## src/rtl/sti_deser.sv

```systemverilog
// rtl/sti_deser.sv - serial-to-parallel frame deserializer with FWFT output FIFO
//
// Collects frames of 8/16/24/32 serial bits into words and queues good frames.
// A frame is a maximal run of si_valid=1 cycles. Wrong-length frames are dropped
// with a frame_err pulse. Good frames that find the FIFO full are dropped with an
// overflow pulse.
//
// Ports:
//   clk, reset            rising-edge clock, synchronous active-high reset
//   si_data, si_valid     serial bit and frame qualifier
//   cfg_length, cfg_msb   frame size code (8*(n+1) bits) and bit order, latched per frame
//   rd_ready              consumer pops head entry when rd_valid=1
//   rd_valid, rd_data,
//   rd_len                head entry (first-word-fall-through), right-aligned word and its length code
//   fifo_count            current occupancy
//   frame_err, overflow   one-cycle drop indications

module sti_deser #(
  parameter int DEPTH = 4
) (
  input  logic                     clk,
  input  logic                     reset,
  input  logic                     si_data,
  input  logic                     si_valid,
  input  logic [1:0]               cfg_length,
  input  logic                     cfg_msb,
  input  logic                     rd_ready,
  output logic                     rd_valid,
  output logic [31:0]              rd_data,
  output logic [1:0]               rd_len,
  output logic [$clog2(DEPTH):0]   fifo_count,
  output logic                     frame_err,
  output logic                     overflow
);

  localparam int PW = $clog2(DEPTH);
  localparam int CW = PW + 1;
  localparam logic [CW-1:0] FULL_CNT = CW'(DEPTH);

  typedef enum logic {IDLE, RECV} state_t;

  state_t          state_q, state_d;
  logic [1:0]      len_q, len_d;
  logic            msb_q, msb_d;
  logic [5:0]      cnt_q, cnt_d;
  logic [31:0]     sr_q, sr_d;
  logic [PW-1:0]   wr_ptr_q, wr_ptr_d;
  logic [PW-1:0]   rd_ptr_q, rd_ptr_d;
  logic [CW-1:0]   count_q, count_d;
  logic            frame_err_q, frame_err_d;
  logic            overflow_q, overflow_d;
  logic [31:0]     mem_data_q [DEPTH];
  logic [31:0]     mem_data_d [DEPTH];
  logic [1:0]      mem_len_q [DEPTH];
  logic [1:0]      mem_len_d [DEPTH];

  logic [5:0]      n_bits;
  logic            good;
  logic            full;
  logic            push;
  logic            pop;

  assign n_bits = {1'b0, len_q, 3'b000} + 6'd8;
  assign full   = (count_q == FULL_CNT);
  assign pop    = rd_valid & rd_ready;

  always_comb begin
    state_d     = state_q;
    len_d       = len_q;
    msb_d       = msb_q;
    cnt_d       = cnt_q;
    sr_d        = sr_q;
    frame_err_d = 1'b0;
    good        = 1'b0;

    case (state_q)
      IDLE: begin
        if (si_valid) begin
          // First bit lands at bit 0 in both orders; config is frozen here.
          state_d = RECV;
          len_d   = cfg_length;
          msb_d   = cfg_msb;
          cnt_d   = 6'd1;
          sr_d    = {31'b0, si_data};
        end
      end
      RECV: begin
        if (si_valid) begin
          if (cnt_q != 6'd63) begin
            cnt_d = cnt_q + 6'd1;
          end
          if (msb_q) begin
            sr_d = {sr_q[30:0], si_data};
          end else if (cnt_q < 6'd32) begin
            sr_d[cnt_q[4:0]] = si_data;
          end
        end else begin
          state_d = IDLE;
          if (cnt_q == n_bits) begin
            good = 1'b1;
          end else begin
            frame_err_d = 1'b1;
          end
        end
      end
      default: state_d = IDLE;
    endcase
  end

  always_comb begin
    mem_data_d = mem_data_q;
    mem_len_d  = mem_len_q;
    wr_ptr_d   = wr_ptr_q;
    rd_ptr_d   = rd_ptr_q;
    count_d    = count_q;

    // A same-edge pop frees the slot, so a full FIFO still accepts the push.
    push       = good & (~full | pop);
    overflow_d = good & full & ~pop;

    if (push) begin
      mem_data_d[wr_ptr_q] = sr_q;
      mem_len_d[wr_ptr_q]  = len_q;
      wr_ptr_d             = wr_ptr_q + 1'b1;
    end
    if (pop) begin
      rd_ptr_d = rd_ptr_q + 1'b1;
    end
    case ({push, pop})
      2'b10:   count_d = count_q + 1'b1;
      2'b01:   count_d = count_q - 1'b1;
      default: count_d = count_q;
    endcase
  end

  always_ff @(posedge clk) begin
    if (reset) begin
      state_q     <= IDLE;
      len_q       <= 2'd0;
      msb_q       <= 1'b0;
      cnt_q       <= 6'd0;
      sr_q        <= 32'd0;
      wr_ptr_q    <= '0;
      rd_ptr_q    <= '0;
      count_q     <= '0;
      frame_err_q <= 1'b0;
      overflow_q  <= 1'b0;
      for (int i = 0; i < DEPTH; i++) begin
        mem_data_q[i] <= 32'd0;
        mem_len_q[i]  <= 2'd0;
      end
    end else begin
      state_q     <= state_d;
      len_q       <= len_d;
      msb_q       <= msb_d;
      cnt_q       <= cnt_d;
      sr_q        <= sr_d;
      wr_ptr_q    <= wr_ptr_d;
      rd_ptr_q    <= rd_ptr_d;
      count_q     <= count_d;
      frame_err_q <= frame_err_d;
      overflow_q  <= overflow_d;
      for (int i = 0; i < DEPTH; i++) begin
        mem_data_q[i] <= mem_data_d[i];
        mem_len_q[i]  <= mem_len_d[i];
      end
    end
  end

  assign rd_valid   = (count_q != '0);
  // Gate with rd_valid so a drained FIFO shows zeros rather than stale entries.
  assign rd_data    = rd_valid ? mem_data_q[rd_ptr_q] : 32'd0;
  assign rd_len     = rd_valid ? mem_len_q[rd_ptr_q] : 2'd0;
  assign fifo_count = count_q;
  assign frame_err  = frame_err_q;
  assign overflow   = overflow_q;

endmodule
```

## config.mk

```make
export PLATFORM = sky130hd
export DESIGN_NAME = sti_deser
export DESIGN_NICKNAME = d
export VERILOG_FILES = /design/src/rtl/sti_deser.sv
export SDC_FILE = /design/constraint.sdc
export NUM_CORES = 1
export LEC_CHECK = 0
export ABC_AREA = 1
export BUFFER_PORTS_ARGS = -buffer_cell sky130_fd_sc_hd__buf_2
export CAP_MARGIN = 30
export CELL_PAD_IN_SITES_DETAIL_PLACEMENT = 1
export CELL_PAD_IN_SITES_GLOBAL_PLACEMENT = 1
export CORE_MARGIN = 1
export CORE_UTILIZATION = 49
export CTS_BUF_LIST = sky130_fd_sc_hd__clkbuf_8
export CTS_CLUSTER_SIZE = 24
export DETAILED_ROUTE_END_ITERATION = 7
export PLACE_DENSITY_LB_ADDON = 0.1
export RECOVER_POWER = 100
export SYNTH_ARGS = -nofsm -noshare
export SYNTH_HDL_FRONTEND = slang
export SYNTH_SLANG_ARGS = --single-unit
```

## constraint.sdc

```tcl
create_clock -name clk -period 3.7 [get_ports clk]
set_clock_uncertainty 0.05 [all_clocks]
set_input_delay 0.185 -clock clk [delete_from_list [all_inputs] [get_ports clk]]
set_output_delay 0.185 -clock clk [all_outputs]
set_load 0.1 [all_outputs]
```

==> summary.txt, run 1 <==
Status
  • Status: completed

Placement
  • Gp weighted congestion: 0.889
  • Port bufs: 47
  • Pre-CTS setup slack: 0.939 ns
  • DP HPWL: 20300 um

Synthesis
  • Cell count after synthesis: 1557
  • Yosys top cell area share: 37.6%
  • Main synth FF type: dfxtp_1
  • Async set-reset flop share out of synthesis: 0%
  • Yosys top cell by area: dfxtp_1
  • EDFF count, synth: 0
  • Yosys Warn Count: 0
  • Synthesized area: 0.00996 sq mm
  • #FFs+latches synth: 187
  • Synth Area per Inst: 6.40 sq um
  • Synth area leaders: dfxtp_1, nor2_1, nand2_1, nand4_1, a21oi_1
  • Synth cell types: 27
  • Syn_nets: 1576
  • Sequential fraction of the synthesis area: 37.6%

Power and ir drop
  • Peak VDD IR: 0.259 mV
  • Pleak: 0.00390 uW
  • Pwr Density: 356 mW/mm^2
  • Total chip power: 3770 uW

Critical path
  • Type of origin of the critical path: flip-flop
  • Crit path max fanout: 48
  • Crit path capture type: output port
  • Most used cell, CP: nor2_1
  • Worst EP required: 3.46 ns
  • Arr. time, crit path: 3.12 ns
  • Slowest-stage cell, CP: dfxtp_2
  • Bufs and invs on worst path: 2
  • CP Class: reg2out
  • CP Cell Sequence: buf_4, nor2_1, nor2_1, o21ai_0, a21oi_1, clkbuf_2
  • CP delay by family, top: buffers and inverters
  • CP max stage delay: 0.75 ns

Final layout
  • Commonest non-fill, non-tap cell in the layout: nor2_1
  • Final net count: 1540
  • Most frequent cells in the layout: nor2_1, nand2_1, dfxtp_1
  • Ant diodes: 0
  • Fraction of layout cells with a size suffix above 1: 7.83%
  • Area Growth Syn to Fin: 6.22%
  • Fillers: 2714

Timing
  • Final setup margin: 0.346 ns
  • Relative max-transition margin: 17.5%
  • Final worst-path cycle share: 90.6%
  • Final Hold Vio Count: 0
  • # setup viols final: 0
  • Worst slew pin tran: 1.24 ns
  • RSZ-0062 raised after global routing: false
  • Final min period: 3.35 ns
  • Highest clock rate: 298 MHz
  • Smallest hold slack: 0.0304 ns
  • Slew Viols, Final: 0

GRT
  • Global route overflow: 0
  • Largest net degree at the start of global routing: 139
  • Global-route usage over all layers: 33.8%
  • Vias in the first global route: 10400
  • First-pass GRT wire length: 54200 um
  • Initial antenna violation count: 0

Clock network
  • Clock buffer depth: 2
  • Root buffer cell: clkbuf_8
  • CTS tree: yes
  • Worst skew pair latency: 0.48 ns
  • H-tree Lvls: 4
  • Post-CTS Resized: 0
  • Worst-path clk slew: 0.11 ns
  • Num Clock Sinks: 187
  • CTS Buf Count: 17

Routing
  • ANT nets after route: 0
  • Post-route DRC: 0
  • DR vias: 10400
  • Wire per inst: 18.8 um
  • Via density: 5.80
  • TritonRoute pass-1 iters: 7
  • Drt total wl: 33800 um
  • Starting DRC count in detailed routing: 739

Hold path
  • Hold WC Path Type: in2reg

Floorplanning
  • Core ar.: 0.0197 sq mm
  • Std cell rows: 51
  • Starting Density: 50.5%
  • Die Area: 0.0209 sq mm
  • Die Span Y: 145 um
  • Die Width: 145 um
  • I/O pins: 48

Run
  • # Max-Cap Violations: 0
-- worst paths after layout --
path	from	endpoint	slack (ns)	cells after the start
hold reg to reg	sr_q[22]	sr_q[22]	0.42	2
setup reg to reg	cnt_q[0]	mem_data_q[93]	0.48	11
hold / removal	rd_ready	overflow	0.03	4
setup / recovery	rd_ptr_q[0]	rd_data[12]	0.35	6
-- layer usage --
metal / global-route usage (%) / vias to the layer above / part of all wire (%)
met3: 4.90 / 57 / 4.3
met5: 0 / - / 0
met2: 56.8 / 261 / 49
met4: 13.1 / 0 / 2.4
li1: - / 5004 / -
met1: 43.5 / 5100 / 44
-- synth_stat cells (all sizes together) (2+ instances only) --
master / n
clkbuf: 57
a21oi: 90
ha: 10
o21ai: 82
nand2: 307
nor2: 466
inv: 70
clkinv: 2
nand3: 39
buf: 74
dfxtp: 187
nand4: 146
o22ai: 21
a21boi: 2
-- worst register-to-register path: cells and delay by family, from the launching register on --
kind,cells,cell delay (ns)
AND/OR/NAND/NOR,7,1.76
buffers and inverters,3,0.49
adder cells (fa/ha/maj),1,0.49
flip-flops,1,0.38
-- state kept, by name (all words and copies together), names as in the netlist, 2 cells and up --
register    flops
sr_q           32
mem_data_q    128
cnt_q           6
len_q           2
rd_ptr_q        2
mem_len_q       8
wr_ptr_q        2
fifo_count      3
-- cells by family (layout without fill, tap and decap cells) --
family,count (synthesis),after routing,synth area share [%]
AND/OR/NAND/NOR,960,960,41.5
buffers and inverters,203,179,9.14
AO/OA/AOI/OAI,196,196,10.3
flip-flops,187,187,37.6
adder cells (fa/ha/maj),11,11,1.46
-- power by group --
group          leakage [uW]  internal [uW]  switching, uW
Sequential          0.00151           2020           15.8
Clock              0.000190            568            818
Combinational       0.00221           85.2            260
-- cell type report --
type	count	area (sq um)	area share (%)
Multi-Input combinational cell	1167	5260	49.7
Clock buffer	18	248	2.34
Sequential cell	187	3740	35.4
Timing Repair Buffer	76	594	5.62
Inverter	72	273	2.58
Tap cell	265	332	3.13
Clock inverter	13	134	1.27
-- per-stage QoR --
stage | cells | utilization (%) | setup TNS (ns) | cell area, sq um
2_1_floorplan | 1557 | - | -7.52 | 9970
3_3_place_gp | 1762 | 54.2 | 0 | 10700
3_5_place_dp | 1762 | 54.2 | 0 | 10700
4_1_cts | 1798 | 56.4 | 0 | 11100
5_1_grt | 1798 | 53.7 | 0 | 10600
6_report | 1798 | 53.7 | 0 | 10600
-- repair_timing --
action / 4_1_cts / 5_1_grt
hold buffers: 5 / 0
endpoints found under the hold margin: 5 / 0
setup buffers: 0 / 0
Note: power is estimated with default switching activity, not from simulation.
==> run 2, diff against run 1 <==
--- a/config.mk
+++ b/config.mk
@@ -10,6 +10,7 @@
 export CAP_MARGIN = 30
 export CELL_PAD_IN_SITES_DETAIL_PLACEMENT = 1
 export CELL_PAD_IN_SITES_GLOBAL_PLACEMENT = 1
+export CORE_ASPECT_RATIO = 1.2
 export CORE_MARGIN = 1
 export CORE_UTILIZATION = 49
 export CTS_BUF_LIST = sky130_fd_sc_hd__clkbuf_8
==> summary.txt, run 2 (synthesized netlist as in run 1, its figures left out) <==
Routing
  • ANT nets after route: 0 (unchanged)
  • Wire per inst: 18.1 um (was 18.8 um)
  • TritonRoute pass-1 iters: 5 (was 7)
  • Drt total wl: 32600 um (was 33800 um)
  • Starting DRC count in detailed routing: 806 (was 739)
  • Post-route DRC: 0 (unchanged)
  • Via density: 5.81 (was 5.80)
  • DR vias: 10500 (was 10400)

Clock network
  • CTS Buf Count: 17 (unchanged)
  • Root buffer cell: clkbuf_8 (unchanged)
  • CTS tree: yes (unchanged)
  • H-tree Lvls: 4 (unchanged)
  • Worst skew pair latency: 0.47 ns (was 0.48 ns)
  • Num Clock Sinks: 187 (unchanged)
  • Worst-path clk slew: 0.11 ns (about the same)
  • Clock buffer depth: 2 (unchanged)

Floorplanning
  • Die Area: 0.0209 sq mm (about the same)
  • Die Width: 132 um (was 145 um)
  • Core ar.: 0.0198 sq mm (was 0.0197 sq mm)
  • Starting Density: 50.4% (was 50.5%)
  • I/O pins: 48 (unchanged)
  • Std cell rows: 56 (was 51)
  • Die Span Y: 158 um (was 145 um)

Critical path
  • Type of origin of the critical path: flip-flop (unchanged)
  • CP Class: reg2out (unchanged)
  • Worst EP required: 3.46 ns (about the same)
  • Arr. time, crit path: 2.95 ns (was 3.12 ns)
  • Crit path max fanout: 71 (was 48)
  • Crit path capture type: output port (unchanged)

Placement
  • Port bufs: 47 (unchanged)
  • Gp weighted congestion: 0.865 (was 0.889)
  • DP HPWL: 19700 um (was 20300 um)
  • Dpl cells: 1762 (unchanged)
  • Pre-CTS setup slack: 1.03 ns (was 0.939 ns)

GRT
  • Initial antenna violation count: 0 (unchanged)
  • Vias in the first global route: 10400 (about the same)
  • Largest net degree at the start of global routing: 139 (unchanged)
  • Global route overflow: 0 (unchanged)
  • First-pass GRT wire length: 53300 um (was 54200 um)
  • Global-route usage over all layers: 31.9% (was 33.8%)

Timing
  • Slew Viols, Final: 0 (unchanged)
  • Final Hold Vio Count: 0 (unchanged)
  • Final setup margin: 0.519 ns (was 0.346 ns)
  • Final min period: 3.18 ns (was 3.35 ns)
  • Worst slew pin tran: 1.25 ns (was 1.24 ns)
  • Final worst-path cycle share: 86.0% (was 90.6%)
  • Relative max-transition margin: 17.2% (was 17.5%)
  • Highest clock rate: 314 MHz (was 298 MHz)
  • RSZ-0062 raised after global routing: false (unchanged)
  • # setup viols final: 0 (unchanged)

Run
  • # Max-Cap Violations: 0 (unchanged)

Hold path
  • Hold WC Path Type: in2reg (unchanged)

Status
  • Status: completed (unchanged)

Final layout
  • Final net count: 1545 (was 1540)
  • Ant diodes: 0 (unchanged)
  • Fraction of layout cells with a size suffix above 1: 8.06% (was 7.83%)
  • Max reg flops: 128 (unchanged)
  • Commonest non-fill, non-tap cell in the layout: nor2_1 (unchanged)
  • Area Growth Syn to Fin: 8.30% (was 6.22%)
  • Non-Filler Instances: 1800 (was 1798)
  • Most flops, register: mem_data_q (unchanged)
  • Biggest regs: mem_data_q (128), sr_q (32), mem_len_q (8) (unchanged)
  • Most frequent cells in the layout: nor2_1, nand2_1, dfxtp_1 (unchanged)

Power and ir drop
  • Pwr Density: 354 mW/mm^2 (was 356 mW/mm^2)
  • Peak VDD IR: 0.200 mV (was 0.259 mV)
  • Pleak: 0.00390 uW (about the same)
[run 2: area by class of cell]
cell class	instances	area (sq um)
multi-input cells	1167	5280
repair buffers	81	762
clock inverters	15	166
fillers	2745	8970
inverters	72	273
flip-flops and latches	187	3740
well taps	261	327
clock buffers	17	234
[run 2: metal layers]
layer | vias to the layer above | wire length (um) | global-route usage, %
met1 | 5142 | 14300 | 38.8
li1 | 5010 | - | -
met2 | 246 | 16500 | 58.6
met5 | - | 0 | 0
met4 | 0 | 673 | 10.8
met3 | 58 | 1170 | 3.71
[run 2: through the flow]
step	util [%]	hold WS [ns]	setup TNS, ns	area [sq um]	total power, uW
final	54.6	0.220	0	10800	3820
after global routing	54.6	0.259	0	10800	3950
after CTS	56.3	0.241	0	11100	3830
after detailed placement	54.0	0.406	0	10700	2430
after global placement	54.0	0.400	0	10700	2420
after floorplan	-	0.271	-7.52	9970	2340
[run 2: final timing paths]
kind	from	to	slack [ns]	depth (start not counted)
max reg2reg	cnt_q[0]	mem_data_q[56]	0.58	10
min reg2reg	sr_q[20]	sr_q[20]	0.42	2
min	reset	mem_data_q[12]	0.22	4
max	rd_ptr_q[0]	rd_data[9]	0.52	6
[run 2: what timing repair did]
action                    in CTS  in global routing
hold endpoints to repair       7                  0
resized for setup              0                  0
hold buffers                   6                  0
buffers inserted               0                  0
[run 2: worst max-delay path: stages (launching register included)]
cell and delay (ns):
dfxtp_2 0.34, buf_4 0.68, nor2_1 0.11, nor2_1 0.13, o21ai_0 0.11, a21oi_1 0.19, clkbuf_1 0.90
[run 2: report_power, final]
group	switching [uW]	total [uW]	internal, uW	leakage [uW]
clock	820	1430	612	0.000195
sequential	11.0	2030	2020	0.00151
combinational	264	354	89.6	0.00220
total	1090	3820	2720	0.00390
